### config.mk
export PLATFORM = sky130hd
export DESIGN_NAME = instr_fetch_flat
export DESIGN_NICKNAME = d
export VERILOG_FILES = /design/src/rtl/instr_fetch_if.sv /design/src/rtl/instr_fetch.sv /design/src/flat_wrapper.sv
export SDC_FILE = /design/constraint.sdc
export NUM_CORES = 1
export LEC_CHECK = 0
export BUFFER_PORTS_ARGS = -buffer_cell sky130_fd_sc_hd__buf_2
export CAP_MARGIN = 5
export CELL_PAD_IN_SITES_DETAIL_PLACEMENT = 1
export CELL_PAD_IN_SITES_GLOBAL_PLACEMENT = 2
export CORE_MARGIN = 1
export CORE_UTILIZATION = 32
export CTS_BUF_LIST = sky130_fd_sc_hd__clkbuf_4 sky130_fd_sc_hd__clkbuf_8
export CTS_CLUSTER_DIAMETER = 150
export CTS_CLUSTER_SIZE = 20
export DETAILED_ROUTE_END_ITERATION = 10
export PLACE_DENSITY_LB_ADDON = 0.15
export SLEW_MARGIN = 20
export SYNTH_ARGS = -nofsm -noshare
export SYNTH_HDL_FRONTEND = slang
export SYNTH_SLANG_ARGS = --single-unit
### constraint.sdc
create_clock -name clk -period 2.5 [get_ports clk]
set_input_delay 0.5 -clock clk [delete_from_list [all_inputs] [get_ports clk]]
set_output_delay 0.5 -clock clk [all_outputs]
set_load 0.01 [all_outputs]
### src/rtl/instr_fetch_if.sv
// Instruction-memory read port: one-cycle request pulse, single response per request.
interface instr_fetch_if #(
  parameter int ADDR_W = 32
);
  logic              imem_req;
  logic [ADDR_W-1:0] imem_addr;
  logic [31:0]       imem_rdata;
  logic              imem_valid;

  modport master (output imem_req, imem_addr, input imem_rdata, imem_valid);
  modport slave  (input imem_req, imem_addr, output imem_rdata, imem_valid);
endinterface

### src/rtl/instr_fetch.sv
// Instruction fetch stage: PC, single-outstanding imem read, one-cycle presentation
// to the decoder with stall hold and redirect flush.
//
// state | meaning
// IDLE  | first cycle after reset release
// FETCH | imem_req asserted for the current PC
// WAIT  | request outstanding, waiting for imem_valid
// HOLD  | word captured while stalled, waiting for stall release
// DROP  | stale response pending after a redirect, discard it
module instr_fetch #(
  parameter int                ADDR_W    = 32,
  parameter logic [ADDR_W-1:0] RESET_PC  = '0,
  parameter logic [31:0]       NOP_INSTR = 32'h0000_0000
) (
  input  logic              clk,
  input  logic              rst_n,
  input  logic              stall,
  input  logic              redirect,
  input  logic [ADDR_W-1:0] redirect_pc,
  instr_fetch_if.master     imem,
  output logic [31:0]       instr_out,
  output logic              instr_valid,
  output logic [ADDR_W-1:0] pc_out
);

  typedef enum logic [2:0] {
    IDLE  = 3'd0,
    FETCH = 3'd1,
    WAIT  = 3'd2,
    HOLD  = 3'd3,
    DROP  = 3'd4
  } state_t;

  state_t            r_state, w_state_nxt;
  logic [ADDR_W-1:0] r_pc, w_pc_nxt;
  logic [ADDR_W-1:0] r_pc_out, w_pc_out_nxt;
  logic [31:0]       r_instr, w_instr_nxt;
  logic              r_valid, w_valid_nxt;
  logic [31:0]       r_hold, w_hold_nxt;
  logic              w_inflight;

  always_ff @(posedge clk or negedge rst_n) begin
    if (!rst_n) begin
      r_state  <= IDLE;
      r_pc     <= RESET_PC;
      r_pc_out <= '0;
      r_instr  <= NOP_INSTR;
      r_valid  <= 1'b0;
      r_hold   <= NOP_INSTR;
    end else begin
      r_state  <= w_state_nxt;
      r_pc     <= w_pc_nxt;
      r_pc_out <= w_pc_out_nxt;
      r_instr  <= w_instr_nxt;
      r_valid  <= w_valid_nxt;
      r_hold   <= w_hold_nxt;
    end
  end

  // A request issued in FETCH is already in flight, so a redirect there must drop its response too.
  assign w_inflight = (r_state == FETCH) || (r_state == WAIT) || (r_state == DROP);

  always_comb begin
    w_state_nxt  = r_state;
    w_pc_nxt     = r_pc;
    w_pc_out_nxt = r_pc_out;
    w_hold_nxt   = r_hold;
    w_instr_nxt  = stall ? r_instr : NOP_INSTR;
    w_valid_nxt  = stall ? r_valid : 1'b0;

    if (redirect) begin
      w_pc_nxt    = redirect_pc & ~ADDR_W'(3);
      w_instr_nxt = NOP_INSTR;
      w_valid_nxt = 1'b0;
      w_hold_nxt  = NOP_INSTR;
      w_state_nxt = (w_inflight && !imem.imem_valid) ? DROP : FETCH;
    end else begin
      case (r_state)
        IDLE:  w_state_nxt = FETCH;
        FETCH: w_state_nxt = WAIT;
        WAIT: begin
          if (imem.imem_valid) begin
            if (stall) begin
              w_hold_nxt  = imem.imem_rdata;
              w_state_nxt = HOLD;
            end else begin
              w_instr_nxt  = imem.imem_rdata;
              w_valid_nxt  = 1'b1;
              w_pc_out_nxt = r_pc;
              w_pc_nxt     = r_pc + ADDR_W'(4);
              w_state_nxt  = FETCH;
            end
          end
        end
        HOLD: begin
          if (!stall) begin
            w_instr_nxt  = r_hold;
            w_valid_nxt  = 1'b1;
            w_pc_out_nxt = r_pc;
            w_pc_nxt     = r_pc + ADDR_W'(4);
            w_state_nxt  = FETCH;
          end
        end
        DROP: begin
          if (imem.imem_valid) w_state_nxt = FETCH;
        end
        default: w_state_nxt = IDLE;
      endcase
    end
  end

  assign imem.imem_req  = (r_state == FETCH);
  assign imem.imem_addr = r_pc;
  assign instr_out      = r_instr;
  assign instr_valid    = r_valid;
  assign pc_out         = r_pc_out;

endmodule
### src/flat_wrapper.sv
// flat-port wrapper written by rule: the top's interface ports become plain ports
module instr_fetch_flat 
#(
  parameter int                ADDR_W    = 32,
  parameter logic [ADDR_W-1:0] RESET_PC  = '0,
  parameter logic [31:0]       NOP_INSTR = 32'h0000_0000
)
  (clk, rst_n, stall, redirect, redirect_pc, instr_out, instr_valid, pc_out, imem_imem_req, imem_imem_addr, imem_imem_rdata, imem_imem_valid);
  instr_fetch_if #(.ADDR_W(ADDR_W)) imem_i ();
  input  logic clk;
  input  logic rst_n;
  input  logic stall;
  input  logic redirect;
  input  logic [ADDR_W-1:0] redirect_pc;
  output logic [31:0] instr_out;
  output logic instr_valid;
  output logic [ADDR_W-1:0] pc_out;
  output wire logic [$bits(imem_i.imem_req)-1:0] imem_imem_req;
  output wire logic [$bits(imem_i.imem_addr)-1:0] imem_imem_addr;
  input wire logic [$bits(imem_i.imem_rdata)-1:0] imem_imem_rdata;
  input wire logic [$bits(imem_i.imem_valid)-1:0] imem_imem_valid;
  assign imem_imem_req = imem_i.imem_req;
  assign imem_imem_addr = imem_i.imem_addr;
  assign imem_i.imem_rdata = imem_imem_rdata;
  assign imem_i.imem_valid = imem_imem_valid;
  instr_fetch #(.ADDR_W(ADDR_W), .RESET_PC(RESET_PC), .NOP_INSTR(NOP_INSTR)) u_core (.clk(clk), .rst_n(rst_n), .stall(stall), .redirect(redirect), .redirect_pc(redirect_pc), .imem(imem_i), .instr_out(instr_out), .instr_valid(instr_valid), .pc_out(pc_out));
endmodule
==> impl_metrics.json <==
{
  "fin_nets": 825,
  "ys.flop_type": "dfrtp_1",
  "grt_max_degree": 67,
  "rsz0062_at_grt": "no",
  "worstMarginPinSlew_ns": 0.689,
  "postSynth.asyncResetShare_pct": 100,
  "cp_slowest_cell": "or3_1",
  "grt-ovfl-total": 0,
  "vias": 5177,
  "grt_pass1_wl_um": 28100,
  "clkTransAtPathRegs_ns": 0.07,
  "wl_met1_um": 7720,
  "antenna_cells": 0,
  "syn_inst": 593,
  "cts_buffer_depth": 2,
  "syn_to_final_growth_pct": 26.7,
  "die_h_um": 136,
  "fin_crit_ns": 2.20,
  "worstPathCellList": "nand4b_1 -> or3_1 -> or4_1 -> a31oi_1",
  "cts_resized": 0,
  "highest-signal-layer": "met5",
  "numClockSinks": 128,
  "synth_top_cell_by_area": "dfrtp_1",
  "first_iter_violations": 149,
  "final-instance-count-excl-fill": 991,
  "yosysSeqAreaShare_pct": 55.4,
  "cts-hold-fix-buffers": 0,
  "placed_cells": 961,
  "r2r_slack_ns": 0.30,
  "grt_pass1_vias": 5446,
  "path_class": "register to register",
  "wl_met3_um": 835,
  "dieArea_um2": 18600,
  "drcViolationCount": 0,
  "fin_ws_ns": 0.301,
  "setup_tns_ns": 0,
  "regToRegEndpoint": "u_core.imem.imem_addr[16]",
  "fin_skew_ns": 0.0126,
  "post-cts-setup-buffers": 0,
  "hold_class": "primary input to async pin",
  "synth-edff-count": 0,
  "synthTopCellsByArea": "dfrtp_1 (55%), nand2_1 (7.7%), mux2_2 (5.8%), o21ai_0 (4.3%), o22ai_1 (3.5%)",
  "yosysUniqueCellTypes": 45,
  "die_x_um": 136,
  "portBuffers": 160,
  "synth_warnings": 0,
  "rows": 48,
  "end_kind": "register",
  "startpoint_type": "register",
  "htreeDepth": 4,
  "cts_buffers": 17,
  "finalHoldViolCount": 0,
  "ir_drop_mv": 0.315,
  "max-cap-violations": 0,
  "ys_ff_latch": 128,
  "layout_common_cells": "buf_2 (159), dfrtp_1 (128), nand2_1 (117), o21ai_0 (50), a21oi_1 (37)",
  "power.density_nw_per_um2": 865,
  "ios": 167,
  "status": "finished clean",
  "antenna_found_initial": 1,
  "wirelength_um": 17500,
  "cts-root-buf": "clkbuf_8",
  "via_per_inst": 5.22,
  "worstPathMaxFanout": 15,
  "cts_tree": "done",
  "slowest_delay_ns": 0.65,
  "wl_met2_um": 8810,
  "place_area_um2": 6920,
  "p_leak_nw": 3.36,
  "worstRegToRegCells": 4,
  "drt-wirelength-per-cell_um": 17.7,
  "insertion_delay_ns": 0.43,
  "start_util_pct": 33.1,
  "cp_top_family": "simple AND/OR/NAND/NOR gates",
  "syn_area_per_cell_um2": 9.74,
  "crit_buf_inv": 0,
  "ant_nets": 0,
  "slew_viol_final": 0,
  "synth_area_um2": 5780,
  "dr.pass1.iters": 4,
  "max_slew_margin_pct": 54.0,
  "coreArea_um2": 17500,
  "period_share_pct": 88.0,
  "grtUsageTotal_pct": 19.7,
  "worstPathRequired_ns": 2.85,
  "drive_gt1_share_pct": 33.6,
  "dp_hpwl_um": 11900,
  "crit_arrival_ns": 2.55,
  "dp_slack_ns": 0.230,
  "fmax_ghz": 0.455,
  "synth_top_area_share_pct": 55.4,
  "finalSetupViolations": 0,
  "gp_congestion": 0.753,
  "worstReg2RegStart": "u_core.r_state[1]",
  "post-route-cell-area_um2": 7320,
  "layout_commonest_cell": "buf_2",
  "hold_ws_ns": 0.0596
}
worst max-delay path by stage:
stage | from | end | cells past startpoint
after floorplan | u_core.imem.imem_addr[8] | u_core.imem.imem_addr[27] | 5
after global placement | stall | u_core.imem.imem_addr[16] | 5
after detailed placement | stall | u_core.imem.imem_addr[16] | 5
after CTS | u_core.r_state[0] | imem_imem_req | 4
after global routing | u_core.r_state[1] | u_core.imem.imem_addr[16] | 4
final | u_core.r_state[1] | u_core.imem.imem_addr[16] | 4
registers in the layout, summed over array words and instances, names as in the netlist:
name and flops:
u_core.instr_out 32, u_core.pc_out 30, u_core.instr_valid 1, u_core.imem.imem_addr 30, u_core.r_state 3, u_core.r_hold 32
per-layer routing:
| layer | track usage (%) | vias to the layer above |
|---|---|---|
| li1 | - | 2428 |
| met1 | 24.1 | 2619 |
| met2 | 33.8 | 117 |
| met3 | 4.77 | 11 |
| met4 | 6.48 | 2 |
| met5 | 0 | - |
cell usage after synthesis, types with 2 or more instances:
| library cell | number |
|---|---|
| dfrtp_1 | 128 |
| nand2_1 | 118 |
| o21ai_0 | 50 |
| a21oi_1 | 37 |
| clkbuf_1 | 33 |
| o22ai_1 | 32 |
| mux2_2 | 30 |
| nor2_1 | 23 |
| a31oi_1 | 17 |
| nand4_1 | 10 |
| or3_1 | 10 |
| or4_1 | 10 |
| buf_2 | 9 |
| inv_1 | 8 |
| nand3_1 | 8 |
| o31ai_1 | 8 |
| xnor2_1 | 8 |
| nor4_1 | 6 |
| nor2b_1 | 5 |
| o211ai_1 | 5 |
| buf_4 | 4 |
| and3_1 | 3 |
| nand2b_1 | 3 |
| nor3_1 | 3 |
| a22oi_1 | 2 |
| and4_1 | 2 |
| or2_2 | 2 |
| xor2_1 | 2 |
worst register-to-register path, cell delays in order (launching register included):
cell and delay, ns:
dfrtp_1 0.50, nand4b_1 0.27, or3_1 0.65, or4_1 0.54, a31oi_1 0.17
through the flow:
stage	util, %	total power [mW]
after floorplan	-	3.76
after detailed placement	39.6	4.57
after CTS	41.9	6.44
after global placement	39.6	4.49
after global routing	41.9	6.73
final	41.9	6.33
report_power, final:
part | switching (mW) | total, mW | internal (mW)
combinational | 0.949 | 1.75 | 0.803
clock | 0.790 | 1.83 | 1.04
sequential | 0.273 | 2.75 | 2.47
cell families after synthesis:
| kind of cell | count (synthesis) | share of synthesized area (%) |
|---|---|---|
| adder cells (fa/ha/maj) | 1 | 0.217 |
| AO/OA/AOI/OAI | 159 | 16.0 |
| buffers and inverters | 55 | 4.03 |
| multiplexers | 31 | 6.02 |
| XOR/XNOR | 10 | 1.52 |
| other | 1 | 0.0649 |
| AND/OR/NAND/NOR | 208 | 16.7 |
| flip-flops | 128 | 55.4 |
cell type report:
type / instances / area [µm²]
well taps: 225 / 282
repair buffers: 186 / 1040
fillers: 2053 / 10200
multi-input cells: 413 / 2360
flip-flops and latches: 128 / 3200
inverters: 9 / 33.8
clock inverters: 5 / 77.6
clock buffers: 25 / 325
(Power assumes the default switching activity.)
